$ cat src/rtl/reset_seq_pkg.sv
// Shared definitions for the reset sequencer.
//   - state encoding for the sequencer FSM
//   - constant helpers used to size counters at elaboration time
package reset_seq_pkg;

    localparam logic [1:0] ENC_HOLD    = 2'd0;
    localparam logic [1:0] ENC_STRETCH = 2'd1;
    localparam logic [1:0] ENC_RELEASE = 2'd2;
    localparam logic [1:0] ENC_RUN     = 2'd3;

    typedef enum logic [1:0] {
        ST_HOLD    = ENC_HOLD,
        ST_STRETCH = ENC_STRETCH,
        ST_RELEASE = ENC_RELEASE,
        ST_RUN     = ENC_RUN
    } state_t;

    // Ceiling log2; clog2(1) = 0.
    function automatic int clog2(input int value);
        int result;
        result = 0;
        for (int i = 0; i < 31; i++) begin
            if ((1 << i) < value) begin
                result = i + 1;
            end
        end
        return result;
    endfunction

    function automatic int max_int(input int a, input int b);
        return (a > b) ? a : b;
    endfunction

endpackage

$ cat src/rtl/reset_sequencer_sync_flops.sv
// sync_flops: plain flop chain for bringing a level signal into the clk domain.
//   clk   : destination clock
//   srst  : synchronous active-high reset, loads every stage with INIT
//   d     : asynchronous level input
//   q     : synchronised output (last stage)
module sync_flops #(
    parameter int   STAGES = 2,
    parameter logic INIT   = 1'b1
) (
    input  logic clk,
    input  logic srst,
    input  logic d,
    output logic q
);

    logic [STAGES-1:0] stage_reg;

    generate
        for (genvar gi = 0; gi < STAGES; gi++) begin : g_stage
            if (gi == 0) begin : g_first
                always_ff @(posedge clk) begin
                    if (srst) stage_reg[gi] <= INIT;
                    else      stage_reg[gi] <= d;
                end
            end else begin : g_rest
                always_ff @(posedge clk) begin
                    if (srst) stage_reg[gi] <= INIT;
                    else      stage_reg[gi] <= stage_reg[gi-1];
                end
            end
        end
    endgenerate

    assign q = stage_reg[STAGES-1];

endmodule

$ cat src/rtl/reset_sequencer.sv
// reset_sequencer: produces CHANNELS ordered reset outputs. All pending
// channels are held for STRETCH cycles, then released one at a time every
// STEP cycles, channel 0 first. An external async request restarts the whole
// sequence; a per-channel soft reset restarts from the lowest requested
// channel that is already released.
//   clk           : system clock
//   rst           : synchronous active-high reset
//   rst_req_async : asynchronous active-high external reset request
//   sw_rst        : per-channel soft-reset request (pulse or level)
//   rst_out       : active-high registered reset per channel
//   ready         : registered, high once every channel is released
module reset_sequencer
    import reset_seq_pkg::*;
#(
    parameter int CHANNELS    = 4,
    parameter int SYNC_STAGES = 2,
    parameter int STRETCH     = 16,
    parameter int STEP        = 8
) (
    input  logic                clk,
    input  logic                rst,
    input  logic                rst_req_async,
    input  logic [CHANNELS-1:0] sw_rst,
    output logic [CHANNELS-1:0] rst_out,
    output logic                ready
);

    localparam int CNT_W = clog2(max_int(STRETCH, STEP) + 1);
    localparam int IDX_W = clog2(CHANNELS + 1);

    localparam logic [CNT_W-1:0] STRETCH_LAST = CNT_W'(STRETCH - 1);
    localparam logic [CNT_W-1:0] STEP_LAST    = CNT_W'(STEP - 1);
    localparam logic [IDX_W-1:0] IDX_DONE     = IDX_W'(CHANNELS);

    generate
        if (CHANNELS < 1) begin : g_bad_channels
            $error("reset_sequencer: CHANNELS must be >= 1");
        end
        if (SYNC_STAGES < 2) begin : g_bad_sync
            $error("reset_sequencer: SYNC_STAGES must be >= 2");
        end
        if (STRETCH < 1) begin : g_bad_stretch
            $error("reset_sequencer: STRETCH must be >= 1");
        end
        if (STEP < 1) begin : g_bad_step
            $error("reset_sequencer: STEP must be >= 1");
        end
    endgenerate

    // Index of the lowest set bit; CHANNELS when none is set, which can never
    // be below idx and so never triggers a restart.
    function automatic logic [IDX_W-1:0] lowest_set(input logic [CHANNELS-1:0] v);
        logic [IDX_W-1:0] result;
        result = IDX_DONE;
        for (int i = CHANNELS - 1; i >= 0; i--) begin
            if (v[i]) result = IDX_W'(i);
        end
        return result;
    endfunction

    state_t              state_reg, state_next;
    logic [CNT_W-1:0]    cnt_reg, cnt_next;
    logic [IDX_W-1:0]    idx_reg, idx_next;
    logic [CHANNELS-1:0] rst_out_reg, rst_out_next;
    logic                ready_reg, ready_next;
    logic                req_sync;
    logic [IDX_W-1:0]    sw_k;
    logic [IDX_W-1:0]    idx_inc;

    // Reset loads the chain with ones so a request is assumed pending until
    // the synchroniser has flushed real input samples through.
    sync_flops #(
        .STAGES (SYNC_STAGES),
        .INIT   (1'b1)
    ) u_req_sync (
        .clk  (clk),
        .srst (rst),
        .d    (rst_req_async),
        .q    (req_sync)
    );

    always_comb begin
        state_next = state_reg;
        cnt_next   = cnt_reg;
        idx_next   = idx_reg;
        sw_k       = lowest_set(sw_rst);
        idx_inc    = idx_reg + IDX_W'(1);

        if (rst || req_sync) begin
            state_next = ST_HOLD;
            cnt_next   = '0;
            idx_next   = '0;
        end else begin
            case (state_reg)
                ST_HOLD: begin
                    state_next = ST_STRETCH;
                    cnt_next   = '0;
                end
                ST_STRETCH: begin
                    if (cnt_reg == STRETCH_LAST) begin
                        cnt_next   = '0;
                        idx_next   = idx_inc;
                        state_next = (idx_inc == IDX_DONE) ? ST_RUN : ST_RELEASE;
                    end else begin
                        cnt_next = cnt_reg + CNT_W'(1);
                    end
                end
                ST_RELEASE: begin
                    if (sw_k < idx_reg) begin
                        // Re-assert from the lowest already-released requester.
                        idx_next   = sw_k;
                        cnt_next   = '0;
                        state_next = ST_STRETCH;
                    end else if (cnt_reg == STEP_LAST) begin
                        cnt_next = '0;
                        idx_next = idx_inc;
                        if (idx_inc == IDX_DONE) state_next = ST_RUN;
                    end else begin
                        cnt_next = cnt_reg + CNT_W'(1);
                    end
                end
                ST_RUN: begin
                    if (sw_k < idx_reg) begin
                        idx_next   = sw_k;
                        cnt_next   = '0;
                        state_next = ST_STRETCH;
                    end
                end
                default: begin
                    state_next = ST_HOLD;
                    cnt_next   = '0;
                    idx_next   = '0;
                end
            endcase
        end

        ready_next = (state_next == ST_RUN);
    end

    // Channel j stays in reset while it has not yet been released.
    generate
        for (genvar gi = 0; gi < CHANNELS; gi++) begin : g_out
            assign rst_out_next[gi] = (IDX_W'(gi) >= idx_next);
        end
    endgenerate

    always_ff @(posedge clk) begin
        if (rst) begin
            state_reg   <= ST_HOLD;
            cnt_reg     <= '0;
            idx_reg     <= '0;
            rst_out_reg <= '1;
            ready_reg   <= 1'b0;
        end else begin
            state_reg   <= state_next;
            cnt_reg     <= cnt_next;
            idx_reg     <= idx_next;
            rst_out_reg <= rst_out_next;
            ready_reg   <= ready_next;
        end
    end

    assign rst_out = rst_out_reg;
    assign ready   = ready_reg;

endmodule

$ cat config.mk
export PLATFORM = sky130hd
export DESIGN_NAME = reset_sequencer
export DESIGN_NICKNAME = d
export VERILOG_FILES = /design/src/rtl/reset_seq_pkg.sv /design/src/rtl/reset_sequencer_sync_flops.sv /design/src/rtl/reset_sequencer.sv
export SDC_FILE = /design/constraint.sdc
export NUM_CORES = 1
export LEC_CHECK = 0
export BUFFER_PORTS_ARGS = -buffer_cell sky130_fd_sc_hd__buf_4
export CORE_MARGIN = 3
export CORE_UTILIZATION = 45
export DETAILED_ROUTE_END_ITERATION = 16
export SLEW_MARGIN = 10
export SYNTH_ARGS = -nofsm -noshare
export SYNTH_HDL_FRONTEND = slang
export SYNTH_SLANG_ARGS = --single-unit
$ cat constraint.sdc
create_clock -name clk -period 4 [get_ports clk]
set_input_delay 0.8 -clock clk [delete_from_list [all_inputs] [get_ports clk]]
set_output_delay 0.8 -clock clk [all_outputs]
set_load 0.02 [all_outputs]
==> flow_summary_export.csv, run 1 <==
group,metric,value,unit
clocking,holdBufCountCts,0,
synth,post_synth_num_cell_types,43,
route,firstDrtPassIters,4,
worst_setup_path,cp_data_arrival_time,3.12,ns
clocking,ctsRootBufferMaster,"clkbuf_4",
worst_hold_path,hold_start,"u_req_sync.stage_reg[0]",
power,ir_drop,0.000230,V
clocking,clkTransAtPathRegs,0.10,ns
grt,grt-ovfl-total,0,
synth,synthesis.nets,159,
clocking,clkLatencyLatePin,0.29,ns
clocking,cts_tree,"built",
worst_hold_path,min_path_type,"reg2reg",
grt,grt_pass1_vias,988,
grt,gr-usage-all-layers,16.2,%
sta,finalSetupViolations,0,
worst_setup_path,ff2ff_setup_slack,1.62,ns
synth,ys_warn_count,0,
clocking,htreeDepth,1,
grt,antenna_found_initial,0,
clocking,cts_buffers,3,
sta,max-slew-margin-rel,69.3,%
clocking,clock_path_buffers,2,
die,core-area,0.00234,mm^2
layout,areaGrowthSynthToFinish,9.53,%
route,initialDrtViolationCount,29,
synth,synth_top_area_share,28.8,%
sta,finalHoldViolations,0,
route,wl,2.43,mm
route,vias_per_cell,5.63,
worst_setup_path,r2r_end,"cnt_reg[0]",
sta,slew_viol_final,0,
placement,dpl.hpwl,1.86,mm
synth,yosysTopAreaCell,"dfxtp_1",
power,p_per_area,233,mW/mm^2
synth,netlist_instances,140,
clocking,postCtsSetupBuffers,0,
route,wl_per_cell,13.8,um
sta,max_freq,0.346,GHz
sta,worst_pin_slew,0.456,ns
layout,largest_reg_flops,5,
die,die_h,57.2,um
placement,globalplace.congestion,0.873,
synth,synth-seq-area-share,28.8,%
die,dieArea,0.00328,mm^2
die,num_io_pins,12,
sta,finalCriticalPeriod,2.89,ns
worst_setup_path,end_kind,"register",
synth,ys_ff_latch,17,
placement,port_buffers,11,
worst_hold_path,hold_depth,1,
grt,grt_max_degree,12,
sta,skew,0.00209,ns
worst_setup_path,path_max_fanout,7,
sta,post-route-period-util,72.2,%
power,p_leak,0.000501,uW
placement,pre_cts_ws,0.778,ns
worst_setup_path,critPathRequiredTime,4.23,ns
synth,synth.area.top_cells,"dfxtp_1 (29%), ha_1 (13%), a21oi_1 (5.9%), nand2_1 (4.1%), inv_1 (3.5%)",
sta,finalWorstSetupSlack,1.11,ns
grt,grt_pass1_wl,4.31,mm
die,die_w,57.2,um
synth,synth_enable_flop_cells,0,
layout,drive_gt1_share,17.6,%
synth,synth_top_flop_cell,"dfxtp_1",
layout,diodes,0,
synth,yosysMostFrequentCell,"dfxtp_1",
run,drv_cap,0,
sta,tns,0,ns
die,start_util,50.5,%
route,ant_nets,0,
outcome,status,"finished, final reports clean",
route,drc,0,
synth,synth_commonest_cells,"dfxtp_1 (17), a21oi_1 (14), nand2_1 (13)",
worst_hold_path,hold_path_end,"u_req_sync.q",
worst_setup_path,worstSetupPathType,"in2reg",
clocking,clock_sinks,17,
layout,fin_nets,168,
worst_setup_path,r2r_cells,8,
route,vias,991,
synth,ys_async_sr_fraction,0,%
worst_setup_path,reg2reg_from,"idx_reg[2]",
worst_setup_path,start_kind,"input pin",
clocking,cts-resized-gates,0,
die,num_rows,17,
synth,syn_avg_cell_area,8.44,um^2
sta,rsz0062_at_grt,"false",
synth,syn_area,0.00118,mm^2
-- cells by family after synthesis --
| kind of cell | count (synthesis) | share of synthesized area, % |
|---|---|---|
| buffers and inverters | 19 | 7.10 |
| muxes | 2 | 1.80 |
| AOI/OAI and AO/OA | 40 | 25.2 |
| DFF | 17 | 28.8 |
| adders and majority gates | 12 | 12.7 |
| xor gates and xnor gates | 2 | 1.48 |
| and+or+nand+nor | 48 | 22.9 |
-- worst max path at each step --
stage	endpoint	cells after the start	startpoint
after global routing	rst_out[0]	9	sw_rst[3]
after floorplan	cnt_reg[3]	9	sw_rst[2]
after global placement	rst_out[0]	9	sw_rst[3]
after CTS	rst_out[0]	9	sw_rst[3]
final	cnt_reg[0]	9	sw_rst[3]
after detailed placement	rst_out[0]	9	sw_rst[3]
-- power breakdown --
group          internal [uW]  switching, uW  leakage, uW
logic                   14.2           20.0     0.000350
registers                171          0.823     0.000138
clock network           38.0           57.3    0.0000139
total                    223           78.2     0.000501
-- critical path, stage by stage --
cell and delay [ns]:
buf_4 0.13, nor4_1 0.44, ha_1 0.27, nand2_1 0.14, a211oi_4 0.34, or2_1 0.36
a22oi_1 0.17, or3_1 0.34, a21oi_1 0.13
-- stage by stage --
stage / std cells / area [um^2] / hold WS [ns] / power (uW) / utilization [%]
3_5_place_dp: 172 / 1260 / 0.404 / 209 / 54.0
3_3_place_gp: 172 / 1260 / 0.398 / 208 / 54.0
5_1_grt: 176 / 1290 / 0.445 / 317 / 55.3
6_report: 176 / 1290 / 0.428 / 301 / 55.3
4_1_cts: 176 / 1290 / 0.434 / 305 / 55.3
2_1_floorplan: 140 / 1180 / 0.389 / 199 / -
-- cells in the final DEF (no fill, tap or decap), types with 10 or more instances in the layout --
master   count
inv_1       11
nand2_1     13
a21oi_1     14
ha_1        12
dfxtp_1     17
buf_4       12
nor2_1      10
-- layout make-up --
class,count,area (um^2)
Fill cell,233,1050
Multi-Input combinational cell,104,757
Sequential cell,17,340
Timing Repair Buffer,12,90.1
Inverter,11,41.3
Tap cell,28,35.0
Clock buffer,3,22.5
Clock inverter,1,7.51
-- per-layer routing --
layer  GRT usage (%)  vias to the layer above  routed length [um]
li1                -                      507                   -
met1            22.2                      465                1220
met2            25.3                       15                1090
met3            3.39                        4                  86
met4            5.30                        0                  29
met5               0                        -                   0
Note: power is estimated with default switching activity, not from simulation.
==> run 2: changes to the inputs <==
--- a/config.mk
+++ b/config.mk
@@ -5,6 +5,7 @@
 export SDC_FILE = /design/constraint.sdc
 export NUM_CORES = 1
 export LEC_CHECK = 0
+export ABC_AREA = 1
 export BUFFER_PORTS_ARGS = -buffer_cell sky130_fd_sc_hd__buf_4
 export CORE_MARGIN = 3
 export CORE_UTILIZATION = 45
==> constraint.sdc (replaced) <==
create_clock -name clk -period 2.8 [get_ports clk]
set_input_delay 0.56 -clock clk [delete_from_list [all_inputs] [get_ports clk]]
set_output_delay 0.56 -clock clk [all_outputs]
set_load 0.02 [all_outputs]
==> run 2 against run 1 <==
Final area is 3.8% higher; clock power is 48% higher; global-route usage is 1.0 points higher; highest routed layer unchanged.
==> flow_summary_export.csv, run 2 <==
group,metric,value,unit
clocking,ctsRootBufferMaster,"clkbuf_4",
layout,areaGrowthSynthToFinish,10.3,%
power,p_comb_share,10.2,%
sta,slew_viol_final,0,
route,wl_per_cell,11.2,um
grt,grt_max_degree,14,
synth,ys_ff_latch,17,
synth,synth.area.top_cells,"dfxtp_1 (28%), nand2_1 (13%), ha_1 (12%), inv_1 (9.6%), nand3_1 (6.6%)",
synth,synth_top_area_share,28.0,%
worst_setup_path,start_kind,"register",
sta,finalCriticalPeriod,1.94,ns
clocking,clock_sinks,17,
power,p_per_area,320,mW/mm^2
sta,finalHoldViolations,0,
power,seqPwrFrac,57.0,%
die,dieArea,0.00337,mm^2
clocking,holdBufCountCts,0,
clocking,htreeDepth,1,
synth,synth_top_flop_cell,"dfxtp_1",
power,p_int,317,uW
run,drv_cap,0,
synth,netlist_instances,183,
layout,diodes,0,
power,p_leak,0.000649,uW
placement,port_buffers,11,
layout,finalNonFillerCells,225,
clocking,cts_buffers,3,
grt,grt_pass1_wl,4.51,mm
placement,pre_cts_ws,0.619,ns
layout,fin_nets,215,
synth,synth-seq-area-share,28.0,%
synth,syn_avg_cell_area,6.65,um^2
clocking,postCtsSetupBuffers,0,
route,firstDrtPassIters,4,
route,vias,1113,
clocking,cts_tree,"built",
layout,largest_reg_flops,5,
layout,drive_gt1_share,16.4,%
worst_setup_path,ff2ff_setup_slack,0.86,ns
layout,mostFrequentLayoutCells,"nand2_1 (42), inv_1 (31), nor2_1 (20)",
route,initialDrtViolationCount,42,
worst_setup_path,end_kind,"register",
clocking,cts-resized-gates,0,
power,p_total,430,uW
die,core-area,0.00252,mm^2
worst_setup_path,cp_data_arrival_time,2.15,ns
worst_hold_path,hold_start,"u_req_sync.stage_reg[0]",
die,num_rows,18,
worst_setup_path,r2r_cells,12,
synth,yosysMostFrequentCell,"nand2_1",
worst_hold_path,min_path_type,"reg2reg",
power,clkPwrFrac,32.9,%
grt,gr-usage-all-layers,17.2,%
sta,worst_pin_slew,0.332,ns
die,start_util,48.3,%
grt,antenna_found_initial,0,
sta,post-route-period-util,69.2,%
grt,grt_pass1_vias,1048,
route,ant_nets,0,
sta,max_freq,0.516,GHz
die,num_io_pins,12,
layout,nFillCells,251,
power,switchingPower,113,uW
worst_setup_path,path_max_fanout,6,
sta,finalWorstSetupSlack,0.864,ns
outcome,status,"finished, final reports clean",
worst_setup_path,critPathRequiredTime,3.02,ns
synth,synthesis.nets,202,
placement,dpl.hpwl,1.96,mm
worst_setup_path,worstSetupPathType,"reg2reg",
worst_setup_path,r2r_end,"rst_out[2]",
route,vias_per_cell,4.95,
route,wl,2.53,mm
placement,globalplace.congestion,0.857,
power,switching_share,26.2,%
synth,post_synth_num_cell_types,30,
synth,yosysTopAreaCell,"dfxtp_1",
synth,synth_commonest_cells,"nand2_1 (42), inv_1 (31), nor2_1 (20)",
synth,synth_enable_flop_cells,0,
clocking,clkLatencyLatePin,0.31,ns
synth,ys_warn_count,0,
layout,fin_util,53.2,%
worst_setup_path,reg2reg_from,"cnt_reg[0]",
layout,final_common_cell,"nand2_1",
sta,finalSetupViolations,0,
worst_hold_path,hold_path_end,"u_req_sync.q",
synth,ys_async_sr_fraction,0,%
die,die_h,58.0,um
clocking,clock_path_buffers,2,
clocking,clkTransAtPathRegs,0.11,ns
sta,tns,0,ns
power,ir_drop,0.000230,V
sta,skew,0.0112,ns
synth,syn_area,0.00122,mm^2
route,drc,0,
sta,max-slew-margin-rel,77.8,%
grt,grt-ovfl-total,0,
placement,dp.cells,221,
worst_hold_path,hold_depth,1,
die,die_w,58.0,um
sta,rsz0062_at_grt,"false",
==> run 2: how the worst max path moves through the flow <==
stage	depth (start not counted)	end	startpoint
floorplan	13	cnt_reg[2]	sw_rst[2]
global placement	15	rst_out[2]	sw_rst[2]
detailed placement	12	cnt_reg[4]	sw_rst[2]
CTS	12	rst_out[2]	cnt_reg[0]
global route	12	rst_out[0]	cnt_reg[0]
finish	12	rst_out[2]	cnt_reg[0]
==> run 2: per-layer routing <==
| layer | vias up | track usage (%) | part of all wire (%) |
|---|---|---|---|
| met5 | - | 0 | 0 |
| met4 | 0 | 6.95 | 1.7 |
| met3 | 5 | 2.67 | 3.3 |
| met2 | 21 | 27.7 | 44 |
| met1 | 485 | 23.0 | 51 |
| li1 | 602 | - | - |
==> run 2: critical path, cell delays in order (launching register included) <==
cell and delay (ns):
dfxtp_1 0.35, ha_1 0.22, nand2_1 0.10, nor2_1 0.06
ha_1 0.27, nor2_2 0.21, inv_1 0.11, o221ai_1 0.18
nor2_1 0.06, nand2_1 0.08, nand2_2 0.08, nand2_1 0.10
nand2_1 0.05
==> run 2: power by group through the flow <==
stage          Clock [uW]  Combinational [uW]  Sequential (uW)
3_3_place_gp            0                42.8              250
4_1_cts               143                43.7              245
3_5_place_dp            0                43.5              250
2_1_floorplan           0                32.2              251
6_report              141                43.8              245
5_1_grt               155                49.4              245
==> run 2: layout make-up <==
cell class	instances	area, um^2	area share, %
clock buffers	4	26.3	1.96
inverters	33	125	9.32
multi-input cells	130	731	54.4
flip-flops and latches	17	340	25.3
well taps	30	37.5	2.80
repair buffers	11	82.6	6.15
==> run 2: metrics by stage <==
stage,cell area [um^2],hold WS (ns)
floorplan,1220,0.389
global placement,1320,0.395
detailed placement,1320,0.402
CTS,1340,0.432
global route,1340,0.431
finish,1340,0.424
==> run 2: cell families (layout without fill, tap and decap cells) <==
kind of cell    Yosys count  after routing  synth area share (%)
simple gates             93             93                  34.2
buf+inv                  36             48                  12.0
compound gates           24             24                  12.7
flops                    17             17                  28.0
fa+ha+maj                12             12                  12.3
xor+xnor                  1              1                 0.720
